**src/rtl/jpeg_block_compressor.sv**
```systemverilog
// jpeg_block_compressor
//   Accepts one 8x8 block of unsigned pixels in raster order and computes the
//   2-D DCT-II with a single time-shared multiply-accumulate unit: a row pass
//   of 512 MACs, then a column pass of 512 MACs. Each coefficient is quantised
//   against the luma or chroma JPEG table using a reciprocal multiply. The
//   quantised block is emitted in zigzag order.
// Ports
//   clk, rst_n           : clock, synchronous active-low reset
//   in_valid/in_ready    : pixel handshake; in_data is the pixel, qsel picks the
//                          quant table and is sampled with pixel 0
//   out_valid/out_ready  : coefficient handshake; out_data is the quantised
//                          coefficient, out_index its raster index u*8+v, and
//                          out_last marks the 64th coefficient
//   busy                 : block is being transformed or emitted
module jpeg_block_compressor #(
  parameter int unsigned DATA_W = 8,
  parameter int unsigned COEF_W = 16,
  parameter int unsigned FRAC_W = 12
) (
  input  logic              clk,
  input  logic              rst_n,
  input  logic              in_valid,
  output logic              in_ready,
  input  logic [DATA_W-1:0] in_data,
  input  logic              qsel,
  output logic              out_valid,
  input  logic              out_ready,
  output logic [COEF_W-1:0] out_data,
  output logic [5:0]        out_index,
  output logic              out_last,
  output logic              busy
);

  localparam int unsigned S_W   = DATA_W + 1;
  localparam int unsigned T_W   = DATA_W + 4;
  localparam int unsigned C_W   = FRAC_W + 2;
  localparam int unsigned P_W   = T_W + C_W;
  localparam int unsigned ACC_W = DATA_W + FRAC_W + 8;
  localparam int unsigned F_W   = DATA_W + 6;
  localparam int unsigned Q_W   = F_W + 18;

  localparam logic signed [ACC_W-1:0] RND_C  = ACC_W'(1) << (FRAC_W - 1);
  localparam logic signed [Q_W-1:0]   QRND_C = Q_W'(32768);
  localparam logic signed [Q_W-1:0]   QMAX_C = Q_W'((longint'(1) <<< (COEF_W - 1)) - 1);
  localparam logic signed [Q_W-1:0]   QMIN_C = -QMAX_C - Q_W'(1);

  localparam int unsigned Q_LUMA [64] = '{
    16, 11, 10, 16, 24, 40, 51, 61,
    12, 12, 14, 19, 26, 58, 60, 55,
    14, 13, 16, 24, 40, 57, 69, 56,
    14, 17, 22, 29, 51, 87, 80, 62,
    18, 22, 37, 56, 68, 109, 103, 77,
    24, 35, 55, 64, 81, 104, 113, 92,
    49, 64, 78, 87, 103, 121, 120, 101,
    72, 92, 95, 98, 112, 100, 103, 99};

  localparam int unsigned Q_CHROMA [64] = '{
    17, 18, 24, 47, 99, 99, 99, 99,
    18, 21, 26, 66, 99, 99, 99, 99,
    24, 26, 56, 99, 99, 99, 99, 99,
    47, 66, 99, 99, 99, 99, 99, 99,
    99, 99, 99, 99, 99, 99, 99, 99,
    99, 99, 99, 99, 99, 99, 99, 99,
    99, 99, 99, 99, 99, 99, 99, 99,
    99, 99, 99, 99, 99, 99, 99, 99};

  localparam int unsigned ZIGZAG [64] = '{
     0,  1,  8, 16,  9,  2,  3, 10, 17, 24, 32, 25, 18, 11,  4,  5,
    12, 19, 26, 33, 40, 48, 41, 34, 27, 20, 13,  6,  7, 14, 21, 28,
    35, 42, 49, 56, 57, 50, 43, 36, 29, 22, 15, 23, 30, 37, 44, 51,
    58, 59, 52, 45, 38, 31, 39, 46, 53, 60, 61, 54, 47, 55, 62, 63};

  typedef enum logic [1:0] {LOAD, ROW, COL, OUT} state_t;

  // Cosine constant C(k,n). The angle (2n+1)k*pi/16 is folded into the first
  // quadrant; base magnitudes are held with 15 fractional bits and rounded to
  // FRAC_W. Negative entries are rounded symmetrically so opposite pairs cancel.
  function automatic logic signed [C_W-1:0] cos_rom(input logic [2:0] k,
                                                    input logic [2:0] n);
    int  m;
    int  v;
    int  sh;
    logic neg;
    m   = ((2 * int'(n) + 1) * int'(k)) % 32;
    neg = 1'b0;
    if (m > 16) m = 32 - m;
    if (m > 8) begin
      m   = 16 - m;
      neg = 1'b1;
    end
    case (m)
      0:       v = 16384;
      1:       v = 16069;
      2:       v = 15137;
      3:       v = 13623;
      4:       v = 11585;
      5:       v = 9102;
      6:       v = 6270;
      7:       v = 3196;
      default: v = 0;
    endcase
    if (k == 3'd0) v = 11585;
    sh = 15 - int'(FRAC_W);
    if (sh > 0) v = (v + (1 <<< (sh - 1))) >>> sh;
    else if (sh < 0) v = v <<< (-sh);
    if (neg) v = -v;
    return C_W'(v);
  endfunction

  state_t                    r_state, w_state_nxt;
  logic [5:0]                r_pix;
  logic [8:0]                r_mac;
  logic [5:0]                r_zz;
  logic                      r_qsel;
  logic signed [ACC_W-1:0]   r_acc;
  logic signed [S_W-1:0]     r_sbuf [64];
  logic signed [T_W-1:0]     r_tbuf [64];
  logic [COEF_W-1:0]         r_qbuf [64];

  logic                      w_accept;
  logic [S_W-1:0]            w_pix_s;
  logic [2:0]                w_k, w_n;
  logic [5:0]                w_op_addr, w_res_addr, w_zz_addr;
  logic signed [T_W-1:0]     w_opnd;
  logic signed [C_W-1:0]     w_coef;
  logic signed [P_W-1:0]     w_prod;
  logic signed [ACC_W-1:0]   w_sum, w_rnd;
  logic signed [F_W-1:0]     w_f;
  logic [15:0]               w_recip_l [64];
  logic [15:0]               w_recip_c [64];
  logic [15:0]               w_recip;
  logic signed [Q_W-1:0]     w_qprod, w_q;
  logic [COEF_W-1:0]         w_qsat;

  for (genvar gi = 0; gi < 64; gi++) begin : g_recip
    localparam int unsigned RL = (65536 + Q_LUMA[gi] / 2) / Q_LUMA[gi];
    localparam int unsigned RC = (65536 + Q_CHROMA[gi] / 2) / Q_CHROMA[gi];
    assign w_recip_l[gi] = 16'(RL);
    assign w_recip_c[gi] = 16'(RC);
  end

  assign w_accept  = in_valid & in_ready;
  assign w_pix_s   = {1'b0, in_data} - {2'b01, {(DATA_W - 1){1'b0}}};
  assign w_k       = r_mac[5:3];
  assign w_n       = r_mac[2:0];
  assign w_res_addr = {r_mac[8:6], r_mac[5:3]};
  assign w_zz_addr = 6'(ZIGZAG[r_zz]);

  // One shared MAC. Row pass: index {x,u,y}, operand s(x,y), coef C(u,y).
  // Column pass: index {u,v,x}, operand T(x,u), coef C(v,x). The sum is
  // restarted on the first term and written out on the eighth.
  always_comb begin
    w_op_addr = (r_state == COL) ? {r_mac[2:0], r_mac[8:6]} : {r_mac[8:6], r_mac[2:0]};
    w_opnd    = (r_state == COL) ? r_tbuf[w_op_addr] : T_W'(r_sbuf[w_op_addr]);
    w_coef    = cos_rom(w_k, w_n);
    w_prod    = w_opnd * w_coef;
    w_sum     = ACC_W'(w_prod);
    if (w_n != 3'd0) w_sum = r_acc + ACC_W'(w_prod);
    w_rnd     = (w_sum + RND_C) >>> FRAC_W;
    w_f       = F_W'(w_rnd);
    w_recip   = r_qsel ? w_recip_c[w_res_addr] : w_recip_l[w_res_addr];
    w_qprod   = Q_W'(w_f) * Q_W'($signed({1'b0, w_recip}));
    w_q       = (w_qprod + QRND_C) >>> 16;
    if (w_q > QMAX_C)      w_qsat = COEF_W'(QMAX_C);
    else if (w_q < QMIN_C) w_qsat = COEF_W'(QMIN_C);
    else                   w_qsat = COEF_W'(w_q);
  end

  always_comb begin
    w_state_nxt = r_state;
    in_ready    = 1'b0;
    out_valid   = 1'b0;
    out_last    = 1'b0;
    out_index   = '0;
    out_data    = '0;
    busy        = 1'b1;
    case (r_state)
      LOAD: begin
        busy     = 1'b0;
        in_ready = rst_n;
        if (in_valid && rst_n && r_pix == 6'd63) w_state_nxt = ROW;
      end
      ROW: if (r_mac == '1) w_state_nxt = COL;
      COL: if (r_mac == '1) w_state_nxt = OUT;
      OUT: begin
        out_valid = 1'b1;
        out_index = w_zz_addr;
        out_data  = r_qbuf[w_zz_addr];
        out_last  = (r_zz == '1);
        if (out_ready && r_zz == '1) w_state_nxt = LOAD;
      end
      default: w_state_nxt = LOAD;
    endcase
  end

  always_ff @(posedge clk) begin
    if (!rst_n) begin
      r_state <= LOAD;
      r_pix   <= '0;
      r_mac   <= '0;
      r_zz    <= '0;
      r_acc   <= '0;
      r_qsel  <= 1'b0;
    end else begin
      r_state <= w_state_nxt;
      if (w_accept) begin
        r_pix <= r_pix + 6'd1;
        if (r_pix == '0) r_qsel <= qsel;
      end
      if (r_state == ROW || r_state == COL) begin
        r_mac <= r_mac + 9'd1;
        r_acc <= w_sum;
      end
      if (out_valid && out_ready) r_zz <= r_zz + 6'd1;
    end
  end

  always_ff @(posedge clk) begin
    if (w_accept) r_sbuf[r_pix] <= $signed(w_pix_s);
    if (r_state == ROW && w_n == 3'd7) r_tbuf[w_res_addr] <= T_W'(w_rnd);
    if (r_state == COL && w_n == 3'd7) r_qbuf[w_res_addr] <= w_qsat;
  end

endmodule
```
**config.mk**
```make
export PLATFORM = sky130hd
export DESIGN_NAME = jpeg_block_compressor
export DESIGN_NICKNAME = d
export VERILOG_FILES = /design/src/rtl/jpeg_block_compressor.sv
export SDC_FILE = /design/constraint.sdc
export NUM_CORES = 2
export LEC_CHECK = 0
export CAP_MARGIN = 30
export CORE_MARGIN = 8
export CORE_UTILIZATION = 55
export DETAILED_ROUTE_END_ITERATION = 8
export PLACE_DENSITY = 0.71
export SETUP_SLACK_MARGIN = 0.1
export SLEW_MARGIN = 20
export SYNTH_ARGS = -nofsm -noshare
export SYNTH_HDL_FRONTEND = slang
export SYNTH_SLANG_ARGS = --single-unit
```
**constraint.sdc**
```tcl
create_clock -name clk -period 24.1 [get_ports clk]
set_input_delay 3.615 -clock clk [delete_from_list [all_inputs] [get_ports clk]]
set_output_delay 3.615 -clock clk [all_outputs]
set_load 0.01 [all_outputs]
```
After elaboration in Yosys (flattened, before gate mapping)
Memories as Yosys holds them, arrays and structs flattened.
Cells that the tools add are included.
Widths: inputs -> output; s select.

operators by class
  bitwise logic cells = 4
  multiplexer cells = 35
  order comparisons = 6
  reductions and logical operators = 15
  equal/unequal tests = 11
  multipliers = 3
  add/sub/neg operators = 12

operators with widths
  cell                    count
  $mux 16                 8
  $mux 32                 2
  $mux 17                 2
  $add 31x17->32 const B  1
  $gt 32x5->1 const B     1
  $sub 6x32->32 const A   1
  $mul 14x17->31          1
  $logic_not 29->1        1
  $add 28x26->28          1
  $mux 28                 1
  $add 26x13->26 const B  1
  $mul 12x14->26          1
  $mux 6                  4
  $add 17x4->17 const B   1
  $gt 16x16->1 const B    1
  $lt 16x16->1 const B    1
  $ge 7x7->1 const B      2
  $mux 14                 1
  $neg 14->14             1
  $not 6->7               2
  $add 6x1->6 const B     2
  $eq 6x6->1 const B      2
  $mux 12                 1
  $mux 1                  11
  other kinds (25)        36

word-level totals
  output and inout port bits = 26
  memory bits (read-only) = 4216
  memories kept = 7
  flip-flop bits (word level) = 52
  RAM bits = 2368

memories
  memory           words  bits a word  read ports  clocked after Yosys merged registers in  write ports  RTL line  source
  (no name shown)  64     32           1           0                                        0            147       assign w_zz_addr = 6'(ZIGZAG[r_zz]);
  (no name shown)  64     16           1           0                                        0            161       w_recip = r_qsel ? w_recip_c[w_res_addr] : w_recip_l[w_res_addr];
  (no name shown)  64     16           1           0                                        0            161
  r_qbuf           64     16           1           0                                        1            118       logic [COEF_W-1:0] r_qbuf [64];
  r_tbuf           64     12           1           0                                        1            117       logic signed [T_W-1:0] r_tbuf [64];
  r_sbuf           64     9            1           0                                        1            116       logic signed [S_W-1:0] r_sbuf [64];
  1 more memories  -      -            -           -                                        -            -

Depth between registers and ports, before layout
  depth in word-level cells = 23
  gate-level depth with buffers = 86
  depth with buffers taken out = 76

Worst setup path after synthesis
Ideal clock, no wire load.

  path type = register to register
  from = register r_mac[3]
  to = memory r_qbuf[0][9], data pin
  arrival time = 21.984 ns
  stages on the path, launching flop included = 79
  setup time = 0.567 ns
  period minus slack after synthesis = 22.551 ns
  path slack = 1.549 ns
  buffers on the path = 8
  cells stage by stage = dfxtp_1 > clkbuf_1 > clkbuf_1 > clkbuf_1 > clkbuf_1 > nand2_1 > fa_1 > inv_1 > ha_1 > inv_1 > fa_1 > xnor2_2 > xnor3_2 > buf_6 > or4b_2 > ha_1 > inv_1 > a311oi_1 > [... 43 more ...] > inv_1 > fa_1 > fa_1 > fa_1 > inv_1 > fa_1 > inv_1 > ha_1 > nand3_1 > nor2_1 > nand4_1 > nor4_1 > mux2i_1 > and3_1 > o31ai_1 > a21o_1 > a31oi_1 > xnor2_1

between the ends
  longest elaborated chain between the ends = 22
  elaborated cells on any way between the ends = 36
  those cells by class = add/sub: 7; mul: 3; order compare: 4; mux: 14; bitwise: 2; reduce/logical: 3; memory: 3

ends and longest elaborated chain
  element                                                  RTL line  source
  start: declaration                                       112       logic [8:0] r_mac;
  start signal: assignment                                 211       r_mac <= r_mac + 9'd1;
  $mul 5x3->5                                              84        m = ((2 * int'(n) + 1) * int'(k)) % 32;
  $reduce_or 5->1 (no line)                                -
  $and 1x1->1 (no line)                                    -
  $sub 7x6->8 / $gt 6x6->1 (equally long branches)         86        if (m > 16) m = 32 - m;
  $mux 32                                                  86
  $gt 32x5->1 / $sub 6x32->32 (equally long branches)      87, 88
  $mux 32                                                  87        if (m > 8) begin
  $mem_v2 8x15 / $logic_not 29->1 (equally long branches)  -
  [... 8 more ...]                                         -
  $add 26x13->26 (*)                                       159       w_rnd = (w_sum + RND_C) >>> FRAC_W;
  via w_f[11]                                              128       logic signed [F_W-1:0] w_f;
  $mul 14x17->31 (*)                                       162       w_qprod = Q_W'(w_f) * Q_W'($signed({1'b0, w_recip}));
  $add 31x17->32 (*)                                       163       w_q = (w_qprod + QRND_C) >>> 16;
  $lt 16x16->1                                             165       else if (w_q < QMIN_C) w_qsat = COEF_W'(QMIN_C);
  $mux 16                                                  165
  $mux 16 (*)                                              164       if (w_q > QMAX_C) w_qsat = COEF_W'(QMAX_C);
  via w_qsat[9]                                            133       logic [COEF_W-1:0] w_qsat;
  end: declaration                                         118

The timed path passes the listed nets; every way through them passes the cells marked *. The select of a mux whose other input is x is not followed.

Worst setup path in the final report
  from = register r_mac[3]
  to = memory r_qbuf[56][13], data pin

between the ends
  longest elaborated chain between the ends = 22
  elaborated cells on any way between the ends = 36
  those cells by class = add/sub: 7; mul: 3; order compare: 4; mux: 14; bitwise: 2; reduce/logical: 3; memory: 3

ends and longest elaborated chain
  element                                                  RTL line  source
  $mul 5x3->5                                              84
  $reduce_or 5->1 (no line)                                -
  $and 1x1->1 (no line)                                    -
  $sub 7x6->8 / $gt 6x6->1 (equally long branches)         86
  $mux 32                                                  86
  $gt 32x5->1 / $sub 6x32->32 (equally long branches)      87, 88
  $mux 32                                                  87
  $mem_v2 8x15 / $logic_not 29->1 (equally long branches)  -
  [... 7 more ...]                                         -
  $mux 28                                                  158       if (w_n != 3'd0) w_sum = r_acc + ACC_W'(w_prod);
  $add 26x13->26                                           159
  $mul 14x17->31 (*)                                       162
  $add 31x17->32 (*)                                       163
  $lt 16x16->1                                             165
  $mux 16                                                  165
  $mux 16 (*)                                              164
  via w_qsat[13]                                           133

Marks and branches as above.

==> results.yml <==
status:
  result_of_the_run: "finished, final reports clean"
drt:
  via_per_inst: 6.26
  route.detailed.wl_per_inst_um: 27.2
  detail_route.iter0.violations: 6303
  detailedRoute.firstPassIterationCount: 9
  drt.antenna.violating_nets: 0
  finalWirelength_mm: 265
  num_vias: 61100
  post-route-drc-count: 0
floorplan:
  dieArea_um2: 214000
  die_w_um: 463
  floorplan.io_pins: 39
  fp.dieH_um: 463
  initial_utilization: 0.552
  placeableCoreArea_um2: 199000
  num_rows: 164
global_routing:
  gr-max-usage-layer: "met2"
  globalRouteMet3Util: 0.0427
  grt_first_pass_wirelength_mm: 397
  grt_pass1_vias: 62400
  grt_util_met2: 0.392
  grt_max_degree: 133
  grt_overflow_total: 0
  groute.layer.met1.usage: 0.337
  globalRouteTotalUtil: 0.243
  antenna_found_initial: 4
worst_setup_path:
  crit_slowest_cell: "sky130_fd_sc_hd__o31ai_1"
  crit_arrival_ps: 23150
  cpPeakStageDelay_ps: 680
  critPathCaptureType: "flip-flop"
  timing.critical_path.required_ps: 24660
  crit_path_max_fanout: 67
  critPathKind: "reg2reg"
  most_repeated_library_cell_on_the_critical_path: "sky130_fd_sc_hd__fa_1"
  category_of_the_worst_setup_path_launch_point: "flip-flop"
synth:
  post_synth_and_or_nand_nor_area_fraction: 0.0643
  async_flop_share: 0
  synth_cell_type_count: 103
  synth_edf_count: 2304
  post_synth_instance_area_um2: 110000
  synthesis_warnings: 0
  synth_largest_area_cell: "sky130_fd_sc_hd__edfxtp_1"
  synth_area_per_cell_um2: 16.3
  synth_xor_xnor_area_share: 0.00745
  syn_nets: 7319
  synth_top_cell_area_share: 0.629
  synth_most_common_cell: "sky130_fd_sc_hd__edfxtp_1"
  synth-main-ff-cell: "sky130_fd_sc_hd__edfxtp_1"
  synth_compound_gate_area_share: 0.0372
  synth_mux_area_frac: 0.143
  synth-seq-area-share: 0.638
  synthesis.instances: 6764
  yosys.area_share.adder: 0.0816
  leading_post_synthesis_cells_by_cell_area: "sky130_fd_sc_hd__edfxtp_1 63%, sky130_fd_sc_hd__mux4_2 12%, sky130_fd_sc_hd__fa_1 5.3%"
  ys_top_cells_by_count: "2304 x sky130_fd_sc_hd__edfxtp_1, 581 x sky130_fd_sc_hd__mux4_2, 574 x sky130_fd_sc_hd__nand2_1"
  largest_family_of_logic_cells_by_synthesized_area: "multiplexers"
  synth-seq-cells: 2354
cts:
  clock_insertion_delay_worst_skew_ps: 900
  max-clock-path-buffers: 3
  htree_levels: 4
  numCtsBuffers: 222
  clock-root-buffer: "sky130_fd_sc_hd__clkbuf_16"
  path_clk_slew_ps: 60
  cells_resized_by_post_cts_repair: 0
  cts_stage_hold_buffer_count: 0
  post_cts.repair.setup_buffers: 0
  tritoncts_num_sinks: 2354
  tritoncts: "yes"
run:
  drv.max_cap_violation_count: 0
sta:
  fmax_ghz: 0.0443
  relSlewSlack: 0.278
  final.setup.tns_ps: 0
  grt_setup_unrepaired: "no"
  final-hold-violation-count: 0
  pins_over_their_slew_limit: 0
  final.setup_skew_ps: 78.7
  timing_worst_slew_pin_value_ps: 1080
  period_share: 0.937
  finalSetupViolCount: 0
  finalCriticalPeriod_ps: 22590
final_layout:
  areaGrowthSynthToFinish_pct: 10.9
  multi_input_comb_area_um2: 37200
  number_of_nets_in_the_layout: 7470
  drive_gt1_frac: 0.184
  layout.filler_cells: 14200
  ff_latch_area_um2: 70200
hold_path:
  hold_class: "reg2reg"
placed_design:
  place.gp.congestion: 0.895
  place_hpwl_mm: 163
  portBuffers: 38
==> sequential cells by signal (all words and copies together) (netlist names) <==
| name | flops |
|---|---|
| r_qsel | 1 |
| r_state | 2 |
| r_qbuf | 1024 |
| r_sbuf | 512 |
| r_tbuf | 768 |
| r_zz | 6 |
| r_mac | 9 |
| r_pix | 6 |
| r_acc | 26 |
==> cell type report <==
class,count,area share
inverter,418,0.0129
multi-input combinational,3620,0.305
clock buffer,287,0.0480
timing repair buffer,299,0.0217
antenna,3,0.0000616
tap,2656,0.0272
sequential,2354,0.575
clock inverter,117,0.00931
==> path summary, 6_finish.rpt <==
kind,from,slack (ps),to,depth (start not counted)
min,r_acc[9]$_SDFFE_PN0P_,490,r_acc[9]$_SDFFE_PN0P_,2
max,r_mac[3]$_SDFFE_PN0P_,1510,r_qbuf[56][13]$_DFFE_PP_,75
max reg2reg,r_mac[3]$_SDFFE_PN0P_,1510,r_qbuf[56][13]$_DFFE_PP_,75
min reg2reg,r_acc[9]$_SDFFE_PN0P_,490,r_acc[9]$_SDFFE_PN0P_,2
==> layout by cell type (no fill, tap or decap), types with 13 or more instances in the layout <==
master / count
sky130_fd_sc_hd__o31ai_1: 15
sky130_fd_sc_hd__a31oi_1: 37
sky130_fd_sc_hd__buf_4: 232
sky130_fd_sc_hd__ha_1: 247
sky130_fd_sc_hd__a211oi_1: 42
sky130_fd_sc_hd__o211ai_1: 13
sky130_fd_sc_hd__nor3_1: 35
sky130_fd_sc_hd__nand3_1: 122
sky130_fd_sc_hd__o21ai_0: 83
sky130_fd_sc_hd__nand4_1: 21
sky130_fd_sc_hd__nor2b_1: 31
sky130_fd_sc_hd__clkbuf_1: 62
sky130_fd_sc_hd__inv_1: 410
sky130_fd_sc_hd__xnor2_1: 38
sky130_fd_sc_hd__clkinv_1: 54
sky130_fd_sc_hd__or3_1: 13
sky130_fd_sc_hd__clkdlybuf4s50_1: 31
sky130_fd_sc_hd__nand2b_1: 51
sky130_fd_sc_hd__mux4_2: 578
sky130_fd_sc_hd__o22ai_1: 26
sky130_fd_sc_hd__o21a_1: 19
sky130_fd_sc_hd__or2_2: 44
sky130_fd_sc_hd__and3_1: 68
sky130_fd_sc_hd__dfxtp_1: 47
sky130_fd_sc_hd__or2_1: 20
sky130_fd_sc_hd__nor2_1: 411
sky130_fd_sc_hd__nand2_1: 574
sky130_fd_sc_hd__a21oi_1: 148
sky130_fd_sc_hd__mux2i_1: 253
sky130_fd_sc_hd__xnor2_2: 15
sky130_fd_sc_hd__a311oi_1: 65
sky130_fd_sc_hd__bufinv_16: 13
sky130_fd_sc_hd__fa_1: 292
sky130_fd_sc_hd__edfxtp_1: 2304
sky130_fd_sc_hd__a21o_1: 39
sky130_fd_sc_hd__xor2_1: 28
sky130_fd_sc_hd__clkbuf_16: 224
sky130_fd_sc_hd__and2_1: 67
sky130_fd_sc_hd__clkinv_2: 31
sky130_fd_sc_hd__nor2_2: 25
==> routing by layer <==
metal  up-vias  wire, µm
met2      2699    128000
met4         0      9680
met5         -         0
met3       474     20800
li1      26100         -
met1     31800    107000
==> per-stage QoR <==
stage                     utilization  worst slack [ps]  std cells  hold WS (ps)  area (µm²)
after global routing            0.612               271       9752           522      122000
final                           0.612              1510       9754           493      122000
after global placement          0.574              2520       9310           475      114000
after floorplan                     -              1550       6764           455      110000
after detailed placement        0.576              1830       9336           482      115000
after CTS                       0.611              1700       9740           490      122000
==> logic make-up (layout without fill, tap and decap cells) <==
logic type	Yosys count	after routing
adder cells (fa/ha/maj)	542	542
XOR/XNOR	91	91
multiplexers	842	842
other	1	4
flip-flops	2354	2354
buffers and inverters	790	1121
AO/OA/AOI/OAI	598	598
AND/OR/NAND/NOR	1546	1546
==> critical path, delay by kind of cell (launching register included) <==
family,cells,cell delay (ps)
adder cells (fa/ha/maj),19,7360
flip-flops,1,310
AND/OR/NAND/NOR,22,5280
AO/OA/AOI/OAI,15,4330
multiplexers,2,300
buffers and inverters,12,2700
XOR/XNOR,5,1940
Power is not shown: default switching activity piles up to over one toggle a cycle in this logic, so the estimate is an artifact.
